File: src/rtl/telemetre_us_pkg.sv
// Shared definitions for the multi-channel ultrasonic rangefinder.
// Contents: Avalon word addresses, CTRL/STATUS bit positions,
// ping-engine FSM state encoding and a microsecond-to-cycle helper.
package telemetre_us_pkg;

  localparam logic [3:0] ADDR_CTRL   = 4'd0;
  localparam logic [3:0] ADDR_STATUS = 4'd1;
  localparam logic [3:0] ADDR_DIST0  = 4'd2;

  localparam int CTRL_RUN      = 0;
  localparam int CTRL_START    = 1;
  localparam int CTRL_IRQ_EN   = 2;
  localparam int CTRL_MASK_LSB = 8;

  localparam int ST_BUSY   = 0;
  localparam int ST_DONE   = 1;
  localparam int ST_CH_LSB = 4;
  localparam int ST_TO_LSB = 16;

  localparam int DIST_VALID = 31;

  typedef enum logic [2:0] {
    S_IDLE,
    S_TRIG,
    S_WAIT_RISE,
    S_MEASURE,
    S_HOLDOFF
  } state_t;

  function automatic int us_to_cycles(input int us, input int clk_hz);
    return (clk_hz / 1_000_000) * us;
  endfunction

endpackage

File: src/rtl/us_echo_sync.sv
// Echo input conditioning: per-bit 2-flop synchroniser followed by an
// edge register. rise/fall are single-cycle pulses, 3 cycles after the pin.
// Ports: clk, rst_n (async active-low), din[W] (asynchronous echo pins),
//        rise[W], fall[W] (synchronous edge pulses).
module us_echo_sync
  import telemetre_us_pkg::*;
#(
  parameter int W = 1
) (
  input  logic         clk,
  input  logic         rst_n,
  input  logic [W-1:0] din,
  output logic [W-1:0] rise,
  output logic [W-1:0] fall
);

  logic [W-1:0] s_p0, s_p1, s_p2;

  always_ff @(posedge clk or negedge rst_n) begin
    if (!rst_n) begin
      s_p0 <= '0;
      s_p1 <= '0;
      s_p2 <= '0;
    end else begin
      // p0/p1: metastability chain, p2: previous level for edge detect
      s_p0 <= din;
      s_p1 <= s_p0;
      s_p2 <= s_p1;
    end
  end

  assign rise = s_p1 & ~s_p2;
  assign fall = ~s_p1 & s_p2;

endmodule

File: src/rtl/avalon_telemetre_us_multi.sv
// Multi-channel HC-SR04 style rangefinder on Avalon-MM. One shared ping
// engine scans the enabled sensors round-robin; each result lands in its
// own DIST register, channel 0 is also mirrored on dist_cm.
// Ports: clk, reset_n (async active-low), Avalon slave (address, read,
//        write, writedata, readdata, latency 1), trig[N_CH] out,
//        echo[N_CH] in (async), dist_cm out, irq out (level).
module avalon_telemetre_us_multi
  import telemetre_us_pkg::*;
#(
  parameter int N_CH        = 4,
  parameter int DIST_W      = 10,
  parameter int CLK_FREQ_HZ = 50_000_000,
  parameter int TRIG_US     = 10,
  parameter int TIMEOUT_US  = 30000,
  parameter int HOLDOFF_US  = 60000
) (
  input  logic              clk,
  input  logic              reset_n,
  input  logic [3:0]        address,
  input  logic              read,
  input  logic              write,
  input  logic [31:0]       writedata,
  output logic [31:0]       readdata,
  output logic [N_CH-1:0]   trig,
  input  logic [N_CH-1:0]   echo,
  output logic [DIST_W-1:0] dist_cm,
  output logic              irq
);

  localparam int          CYC_PER_US = CLK_FREQ_HZ / 1_000_000;
  localparam int          CYC_PER_CM = 58 * CYC_PER_US;
  localparam int          PRE_W      = $clog2(CYC_PER_CM);
  localparam logic [PRE_W-1:0] PRE_LAST = PRE_W'(CYC_PER_CM - 1);
  localparam logic [31:0] TRIG_LAST  = 32'(us_to_cycles(TRIG_US, CLK_FREQ_HZ) - 1);
  localparam logic [31:0] TO_LAST    = 32'(us_to_cycles(TIMEOUT_US, CLK_FREQ_HZ) - 1);
  localparam logic [31:0] HOLD_LAST  = 32'(us_to_cycles(HOLDOFF_US, CLK_FREQ_HZ) - 1);

  function automatic logic [DIST_W-1:0] sat_inc(input logic [DIST_W-1:0] v);
    return (v == '1) ? v : v + DIST_W'(1);
  endfunction

  // {found, index} of the lowest enabled channel whose index is >= lo
  function automatic logic [3:0] pick_ch(input logic [N_CH-1:0] m, input logic [3:0] lo);
    logic [3:0] r;
    r = '0;
    for (int i = N_CH - 1; i >= 0; i--)
      if (m[i] && (4'(i) >= lo)) r = {1'b1, 3'(i)};
    return r;
  endfunction

  state_t              state_q, state_d;
  logic [2:0]          ch_q, ch_d;
  logic [31:0]         tmr_q;
  logic [PRE_W-1:0]    pre_q;
  logic [DIST_W-1:0]   cnt_q, cnt_step, res_val;
  logic                run_q, irq_en_q, start_q, oneshot_q, oneshot_d, done_q;
  logic [N_CH-1:0]     mask_q, valid_q, to_q;
  logic [DIST_W-1:0]   dist_q [N_CH];
  logic [N_CH-1:0]     echo_rise, echo_fall;
  logic                rise_c, fall_c;
  logic                tmr_clr, meas_clr, res_wr, res_to, done_set, start_take;
  logic [3:0]          first, nxt;
  logic [31:0]         rd_mux;
  logic                unused_wd;

  assign unused_wd = ^writedata;

  us_echo_sync #(.W(N_CH)) u_sync (
    .clk   (clk),
    .rst_n (reset_n),
    .din   (echo),
    .rise  (echo_rise),
    .fall  (echo_fall)
  );

  // Only the active channel's edges reach the FSM
  always_comb begin
    rise_c = 1'b0;
    fall_c = 1'b0;
    trig   = '0;
    for (int i = 0; i < N_CH; i++) begin
      if (3'(i) == ch_q) begin
        rise_c  = echo_rise[i];
        fall_c  = echo_fall[i];
        trig[i] = (state_q == S_TRIG);
      end
    end
  end

  // Result of a fall includes the current cycle's prescaler step
  assign cnt_step = (pre_q == PRE_LAST) ? sat_inc(cnt_q) : cnt_q;
  assign res_val  = res_to ? '1 : cnt_step;

  always_comb begin
    state_d    = state_q;
    ch_d       = ch_q;
    oneshot_d  = oneshot_q;
    tmr_clr    = 1'b0;
    meas_clr   = 1'b0;
    res_wr     = 1'b0;
    res_to     = 1'b0;
    done_set   = 1'b0;
    start_take = 1'b0;
    first      = pick_ch(mask_q, 4'd0);
    nxt        = pick_ch(mask_q, {1'b0, ch_q} + 4'd1);
    unique case (state_q)
      S_IDLE: begin
        if ((run_q || start_q) && first[3]) begin
          state_d    = S_TRIG;
          ch_d       = first[2:0];
          tmr_clr    = 1'b1;
          start_take = start_q;
          oneshot_d  = start_q;
        end
      end
      S_TRIG: begin
        if (tmr_q == TRIG_LAST) begin
          state_d = S_WAIT_RISE;
          tmr_clr = 1'b1;
        end
      end
      S_WAIT_RISE: begin
        if (rise_c) begin
          state_d  = S_MEASURE;
          tmr_clr  = 1'b1;
          meas_clr = 1'b1;
        end else if (tmr_q == TO_LAST) begin
          state_d = S_HOLDOFF;
          tmr_clr = 1'b1;
          res_wr  = 1'b1;
          res_to  = 1'b1;
        end
      end
      S_MEASURE: begin
        if (fall_c || (tmr_q == TO_LAST)) begin
          state_d = S_HOLDOFF;
          tmr_clr = 1'b1;
          res_wr  = 1'b1;
          res_to  = !fall_c;
        end
      end
      S_HOLDOFF: begin
        if (tmr_q == HOLD_LAST) begin
          tmr_clr = 1'b1;
          if (nxt[3] && (run_q || oneshot_q)) begin
            state_d = S_TRIG;
            ch_d    = nxt[2:0];
          end else begin
            // no higher channel means the scan wrapped
            done_set  = !nxt[3];
            oneshot_d = 1'b0;
            if (!nxt[3] && run_q && first[3]) begin
              state_d = S_TRIG;
              ch_d    = first[2:0];
            end else begin
              state_d = S_IDLE;
            end
          end
        end
      end
      default: state_d = S_IDLE;
    endcase
  end

  always_ff @(posedge clk) begin
    tmr_q <= tmr_clr ? '0 : tmr_q + 32'd1;
    if (meas_clr) begin
      pre_q <= '0;
      cnt_q <= '0;
    end else if (state_q == S_MEASURE) begin
      pre_q <= (pre_q == PRE_LAST) ? '0 : pre_q + PRE_W'(1);
      cnt_q <= cnt_step;
    end
  end

  always_comb begin
    rd_mux = '0;
    if (address == ADDR_CTRL) begin
      rd_mux[CTRL_RUN]                  = run_q;
      rd_mux[CTRL_IRQ_EN]               = irq_en_q;
      rd_mux[CTRL_MASK_LSB +: N_CH]     = mask_q;
    end else if (address == ADDR_STATUS) begin
      rd_mux[ST_BUSY]                   = (state_q != S_IDLE);
      rd_mux[ST_DONE]                   = done_q;
      rd_mux[ST_CH_LSB +: 3]            = ch_q;
      rd_mux[ST_TO_LSB +: N_CH]         = to_q;
    end else begin
      for (int i = 0; i < N_CH; i++) begin
        if (address == 4'(ADDR_DIST0 + 4'(i))) begin
          rd_mux[DIST_W-1:0] = dist_q[i];
          rd_mux[DIST_VALID] = valid_q[i];
        end
      end
    end
  end

  always_ff @(posedge clk or negedge reset_n) begin
    if (!reset_n) begin
      state_q   <= S_IDLE;
      ch_q      <= '0;
      oneshot_q <= 1'b0;
      run_q     <= 1'b0;
      irq_en_q  <= 1'b0;
      start_q   <= 1'b0;
      mask_q    <= '0;
      done_q    <= 1'b0;
      valid_q   <= '0;
      to_q      <= '0;
      dist_cm   <= '0;
      readdata  <= '0;
      for (int i = 0; i < N_CH; i++) dist_q[i] <= '0;
    end else begin
      state_q   <= state_d;
      ch_q      <= ch_d;
      oneshot_q <= oneshot_d;
      if (start_take) start_q <= 1'b0;
      if (write && address == ADDR_CTRL) begin
        run_q    <= writedata[CTRL_RUN];
        irq_en_q <= writedata[CTRL_IRQ_EN];
        mask_q   <= writedata[CTRL_MASK_LSB +: N_CH];
        if (writedata[CTRL_START]) start_q <= 1'b1;
      end
      // a scan completing in the same cycle as a clear keeps done set
      if (done_set) done_q <= 1'b1;
      else if (write && address == ADDR_STATUS && writedata[ST_DONE]) done_q <= 1'b0;
      for (int i = 0; i < N_CH; i++) begin
        if (res_wr && 3'(i) == ch_q) begin
          dist_q[i]  <= res_val;
          valid_q[i] <= 1'b1;
          to_q[i]    <= res_to;
        end
      end
      if (res_wr && ch_q == 3'd0) dist_cm <= res_val;
      readdata <= read ? rd_mux : '0;
    end
  end

  assign irq = done_q & irq_en_q;

endmodule

File: config.mk
export PLATFORM = sky130hd
export DESIGN_NAME = avalon_telemetre_us_multi
export DESIGN_NICKNAME = d
export VERILOG_FILES = /design/src/rtl/telemetre_us_pkg.sv /design/src/rtl/us_echo_sync.sv /design/src/rtl/avalon_telemetre_us_multi.sv
export SDC_FILE = /design/constraint.sdc
export NUM_CORES = 1
export LEC_CHECK = 0
export ABC_AREA = 1
export BUFFER_PORTS_ARGS = -buffer_cell sky130_fd_sc_hd__buf_4
export CAP_MARGIN = 30
export CORE_MARGIN = 4
export CORE_UTILIZATION = 45
export CTS_CLUSTER_SIZE = 25
export DETAILED_ROUTE_END_ITERATION = 16
export GPL_ROUTABILITY_DRIVEN = 0
export GPL_TIMING_DRIVEN = 0
export PLACE_DENSITY_LB_ADDON = 0.08
export SLEW_MARGIN = 20
export SYNTH_ARGS = -nofsm -noshare
export SYNTH_HDL_FRONTEND = slang
export SYNTH_SLANG_ARGS = --single-unit
File: constraint.sdc
create_clock -name clk -period 1.9 [get_ports clk]
set_input_delay 0.475 -clock clk [delete_from_list [all_inputs] [get_ports clk]]
set_output_delay 0.475 -clock clk [all_outputs]
set_load 0.05 [all_outputs]
-- Yosys cells after proc, flatten, opt, wreduce, memory -nomap -nowiden
Cells that the tools add are included.
- $add $sub $neg: 4
- reduce and logical (&&, ||, !) cells: 29
- bitwise logic cells: 5
- eq/ne operators: 24
- order comparisons: 4
- muxes and demuxes: 88
- operator list (cell ; number):
    10-bit two-way mux ; 7
    1-bit two-way mux ; 46
    4-bit two-way mux ; 10
    3-bit two-way mux ; 12
    32-bit by 1-bit adder with 32-bit output (second input constant) ; 1
    32-bit by 21-bit == test with 1-bit output (second input constant) ; 1
    32-bit by 22-bit == test with 1-bit output (second input constant) ; 1
    32-bit by 9-bit == test with 1-bit output (second input constant) ; 1
    32-bit two-way mux ; 1
    1-bit logical AND ; 15
    3-bit one-hot mux with 5 select lines ; 1
    12-bit by 1-bit adder with 12-bit output (second input constant) ; 1
    12-bit == test (second input constant) ; 1
    12-bit two-way mux ; 1
    10-bit by 1-bit adder with 10-bit output (second input constant) ; 1
    10-bit == test (second input constant) ; 1
    4-bit AND ; 2
    4-bit by 2-bit == test with 1-bit output (second input constant) ; 2
    4-bit by 3-bit == test with 1-bit output (second input constant) ; 2
    1-bit by 4-bit >= comparator with 1-bit output (first input constant) ; 2
    2-bit by 4-bit >= comparator with 1-bit output (first input constant) ; 2
    2-bit two-way mux ; 4
    2-bit != test (second input constant) ; 4
    4-bit inverter ; 2
    22 further kinds ; 33
- bits of input ports: 44
- logic and storage cells: 181
- bits in registers: 161
- output and inout bits: 47

-- Depth between registers and ports, before layout
- depth in word-level cells: 14
- depth in mapped cells: 14
- mapped depth without buffers: 12

-- Cells and area by module
A second synthesis with hierarchy kept.
- cell total of the unflattened synthesis: 1098
- area total of the unflattened synthesis: 7940.1 um2
- by module, submodules not included (module ; cells each ; times used ; area an instance (um2) ; sequential area each (um2)):
    avalon_telemetre_us_multi ; 1070 ; 1 ; 7579.8 ; 3057.9
    us_echo_sync ; 28 ; 1 ; 360.3 ; 300.3

-- Worst setup path after synthesis
No wires, ideal clock.
- path kind: flip-flop to output port
- from: register ch_q[0]
- to: output port trig[0]
- path slack: 0.014 ns
- cell stages (with the launch flop): 4
- path buffers: 0
- data arrival time: 1.411 ns
- data required time: 1.425 ns
- cell sequence: dfrtp_1 -> nor2_1 -> inv_1 -> nor2_1
- cells in the longest elaborated chain, start to end: 2
- RTL lines (element ; line ; RTL):
    start: declaration ; avalon_telemetre_us_multi.sv:52 ; logic [2:0] ch_q, ch_d;
    start signal: assignment ; avalon_telemetre_us_multi.sv:214 ; ch_q <= ch_d;
    3-bit logical NOT ; avalon_telemetre_us_multi.sv:82 ; if (3'(i) == ch_q) begin
    1-bit two-way mux ; avalon_telemetre_us_multi.sv:82 ;
    end: declaration ; avalon_telemetre_us_multi.sv:24 ; output logic [N_CH-1:0] trig,
No other way between the ends.

-- Final worst setup path
- from: register ch_q[0]
- to: output port trig[1]
- cells in the longest elaborated chain, start to end: 2
- RTL lines (element ; line):
    1-bit by 3-bit == test with 1-bit output ; avalon_telemetre_us_multi.sv:82
    1-bit two-way mux ; avalon_telemetre_us_multi.sv:82
No other way between the ends.

==> summary.md <==
| Metric | Value |
|---|---|
| Length of the first detailed-routing pass in iterations | 5 |
| Overall fraction of global-route tracks in use | 21.4% |
| Maximum number of buffers from clock root to sink | 2 |
| Htree depth | 4 |
| Number of max-slew violations in the final report | 0 |
| Multiplexer share of the synthesized area | 0.582% |
| Type of the setup path with the least slack | register to output pin |
| Synthesis-to-layout area growth | 24.9% |
| Count of distinct cell types in the synthesized netlist | 36 |
| Core Area | 16700 um2 |
| Required time reported for the critical path endpoint | 1.42 ns |
| Setup slack of the critical path after layout | -0.0805 ns |
| Post-route standard cell area excluding fillers | 9670 um2 |
| CP Max Fanout | 5 |
| FF+latch count, synth | 145 |
| Worst-skew pair later-pin latency | 0.42 ns |
| Post-detailed-route via-to-cell ratio | 4.90 |
| Highest clock rate | 505 MHz |
| Worst R2R End | dist_q[28]$_DFFE_PN0P_ |
| Share of synthesized cell area in full adder, half adder and majority cells | 0.485% |
| Die extent in y | 139 um |
| Effective utilization at floorplan | 46.3% |
| Share of post-route cells with drive strength above 1 | 21.3% |
| Cts bufs inserted | 17 |
| Port buffer count | 50 |
| Xor-xnor portion of the synthesized cell area | 3.73% |
| Count of max-cap constraint violations | 0 |
| Cell with the most instances on the worst path | nor2_4 |
| CTS sink count | 145 |
| Cell row count | 47 |
| Final routed wire length divided by cell count | 14.3 um |
| Net count, final | 1276 |
| Class of the tightest hold or removal check | input port to asynchronous set/reset pin |
| Number of hold violations in the final report | 0 |
| Setup violation total in the final timing report | 14 |
| Fraction of the core area covered by cells at the end of the flow | 57.9% |
| Minimum period implied by the final worst setup slack | 1.98 ns |
| Post-DP HPWL | 14.9 mm |
| Crit path buffers/inverters | 3 |
| TritonCTS clock tree | built |
| Worst flop-to-flop path startpoint | ch_q[0]$_DFFE_PN0P_ |
| Warnings from Yosys | 0 |
| Worst reg2reg path depth | 11 |
| Total grt overflow | 0 |
| Vias | 7166 |
| IO Count | 91 |
| Share of synthesized flip-flops with an asynchronous set or reset | 62.8% |
| Cell family contributing the most delay on the critical path | flip-flops |
| Remaining max-slew budget at the tightest pin | 43.4% |
| Arrival time at the worst endpoint | 1.51 ns |
| Dominant combinational cell family by area after synthesis | simple AND/OR/NAND/NOR gates |
| Final hold slack | 0.129 ns |
| Synth Cell Area | 7740 um2 |
| Clock transition time at the flip-flop clock pins of the worst setup and hold paths | 0.06 ns |
| Register area share after synthesis | 43.4% |
| Drt drc | 0 |
| Register-to-register setup slack | -0.03 ns |
| Startpoint type of the worst setup path | register |
| Compound-gate portion of the synthesized area | 5.33% |
| Die area | 19400 um2 |
| Initial DRC Count | 487 |
| Width of the die | 139 um |
| Actual slew at the worst max-slew pin | 0.849 ns |
| P per Cell Area | 1200 nW/um2 |
| Primary flip-flop cell chosen by synthesis mapping | dfrtp_1 |
| Violations in the final reports | setup timing |
| CP Cell Sequence | inv_4 > nor2_4 > inv_2 > nor2_4 > buf_6 |
| Number of antenna-violating nets in the routed design | 0 |
| Initial antenna violation count | 0 |
| Number of inserted diodes | 0 |
| Total length of routed wires | 20.8 mm |
| Period Utilization, post-route | 104% |
| CTS hold repair buffers | 0 |
| Run status | complete, but fails checks |
| Sort of element at the end of the critical path | output pin |
| Post-synth EDFFs | 0 |
| Critical-path top delay cell | dfrtp_2 |
| Root Buffer Master | clkbuf_16 |
| Maximum clock skew at final layout | 0.0111 ns |
| Mapped Cells | 1123 |
| Reported leakage power | 4.68 nW |
| CP max stage delay | 0.47 ns |
| Setup repair after global routing missed its margin | true |
| Largest net degree at the start of global routing | 92 |
| Via count of the first global-routing pass | 6773 |
| Area share of and/or/nand/nor cells after synthesis | 36.0% |
| Instance area at placement | 8450 um2 |
| Worst vdd ir | 0.000947 V |
| Wire length of the first global-routing pass | 33.7 mm |
| Mean instance size in the synthesized netlist | 6.89 um2 |
## routing by layer
metal / global-route usage [%] / up-vias / part of all wire [%]
li1: - / 3670 / -
met1: 29.3 / 3297 / 47
met2: 34.5 / 174 / 47
met3: 4.31 / 25 / 4.6
met4: 6.49 / 0 / 1.4
met5: 0 / - / 0
## Yosys cell counts (2+ instances only)
| library cell | instances | share of area, % |
|---|---|---|
| nand2_1 | 387 | 19 |
| nor2_1 | 156 | 7.6 |
| inv_1 | 123 | 6.0 |
| dfrtp_1 | 91 | 29 |
| nand3_1 | 63 | 4.1 |
| dfxtp_1 | 54 | 14 |
| nor3_1 | 52 | 3.4 |
| a21oi_1 | 30 | 1.9 |
| buf_4 | 29 | 2.8 |
| o21ai_0 | 27 | 1.7 |
| xor2_1 | 24 | 2.7 |
| buf_2 | 13 | 0.84 |
| nand4_1 | 13 | 1.1 |
| inv_2 | 9 | 0.44 |
| xnor2_1 | 9 | 1.0 |
| clkbuf_1 | 5 | 0.24 |
| mux2_2 | 4 | 0.58 |
| a311oi_1 | 3 | 0.34 |
| ha_1 | 3 | 0.49 |
| nand2_2 | 3 | 0.24 |
| nand3b_1 | 3 | 0.29 |
| o211a_1 | 3 | 0.39 |
| o211ai_1 | 3 | 0.29 |
| or2_2 | 3 | 0.24 |
| nand3_2 | 2 | 0.26 |
## registers in the layout, summed over array words and instances (netlist names), 2 cells and up
signal,cells
dist_q,40
tmr_q,32
readdata,17
pre_q,12
cnt_q,10
mask_q,4
to_q,4
u_sync.s_p0,4
u_sync.s_p1,4
u_sync.s_p2,4
valid_q,4
state_q,3
ch_q,2
## where the power goes
part | switching (W) | internal [W]
Sequential | 0.000636 | 0.00380
Clock | 0.00133 | 0.00168
Combinational | 0.00262 | 0.00154
Total | 0.00459 | 0.00702
## cell usage in the layout, fill, tap and decap left out, types with 4 or more instances in the layout
cell type / netlist / final
nor2_4: 0 / 12
clkbuf_1: 5 / 8
nand4_1: 13 / 13
xor2_1: 24 / 24
nand3_1: 63 / 57
nor2_2: 1 / 12
dfxtp_2: 0 / 13
nand2_1: 387 / 364
buf_2: 13 / 5
o21ai_0: 27 / 26
inv_4: 0 / 4
mux2_2: 4 / 4
inv_1: 123 / 111
clkbuf_16: 0 / 18
buf_6: 0 / 8
a21oi_1: 30 / 26
conb_1: 1 / 15
buf_4: 29 / 97
nand3_2: 2 / 5
buf_8: 0 / 4
nor3_2: 0 / 5
dfrtp_1: 91 / 88
xnor2_1: 9 / 9
nand2_4: 0 / 5
nor3_1: 52 / 47
nor2_1: 156 / 133
dfxtp_1: 54 / 38
inv_2: 9 / 18
nand2_2: 3 / 19
## metrics by stage
stage          total power [W]  TNS, ns  cells  setup slack, ns
6_report                0.0116   -0.432   1462          -0.0805
4_1_cts                 0.0112   -0.346   1447          -0.0914
5_1_grt                 0.0124    -4.97   1462           -0.136
3_3_place_gp           0.00783   -27.16   1407           -0.388
2_1_floorplan          0.00690        0   1137           0.0138
3_5_place_dp           0.00788   -26.44   1408           -0.407
## final cells by class
type	instances	area (um2)
fill	1654	7030
multi-input combinational	811	4000
sequential	145	3390
timing repair buffer	74	613
inverter	133	509
clock buffer	21	440
buffer	47	358
tap	220	275
clock inverter	11	83.8
## worst max path at each step
stage / end / slack [ns] / cells after the start / from
after floorplan: trig[0] / 0.01 / 3 / ch_q[0]$_DFFE_PN0P_
after global placement: dist_q[9]$_DFFE_PN0P_ / -0.39 / 10 / ch_q[0]$_DFFE_PN0P_
after detailed placement: dist_q[9]$_DFFE_PN0P_ / -0.41 / 10 / ch_q[0]$_DFFE_PN0P_
after CTS: trig[2] / -0.09 / 4 / state_q[1]$_DFFE_PN0P_
after global routing: tmr_q[9]$_SDFF_PP0_ / -0.14 / 10 / ch_q[0]$_DFFE_PN0P_
final: trig[1] / -0.08 / 5 / ch_q[0]$_DFFE_PN0P_
## timing repair
item,in CTS,in global routing
buffers inserted,7,13
resized for setup,56,113
pin swaps,6,21
setup endpoints to repair,98,100
cloned,0,3
hold endpoints to repair,0,0
## kinds of logic after synthesis
logic type                 after synthesis
and+or+nand+nor                        684
other                                    1
AOI/OAI and AO/OA                       72
adders and majority gates                3
DFF                                    145
muxes                                    4
xor gates and xnor gates                33
buffers and inverters                  181
(Power assumes the default switching activity.)
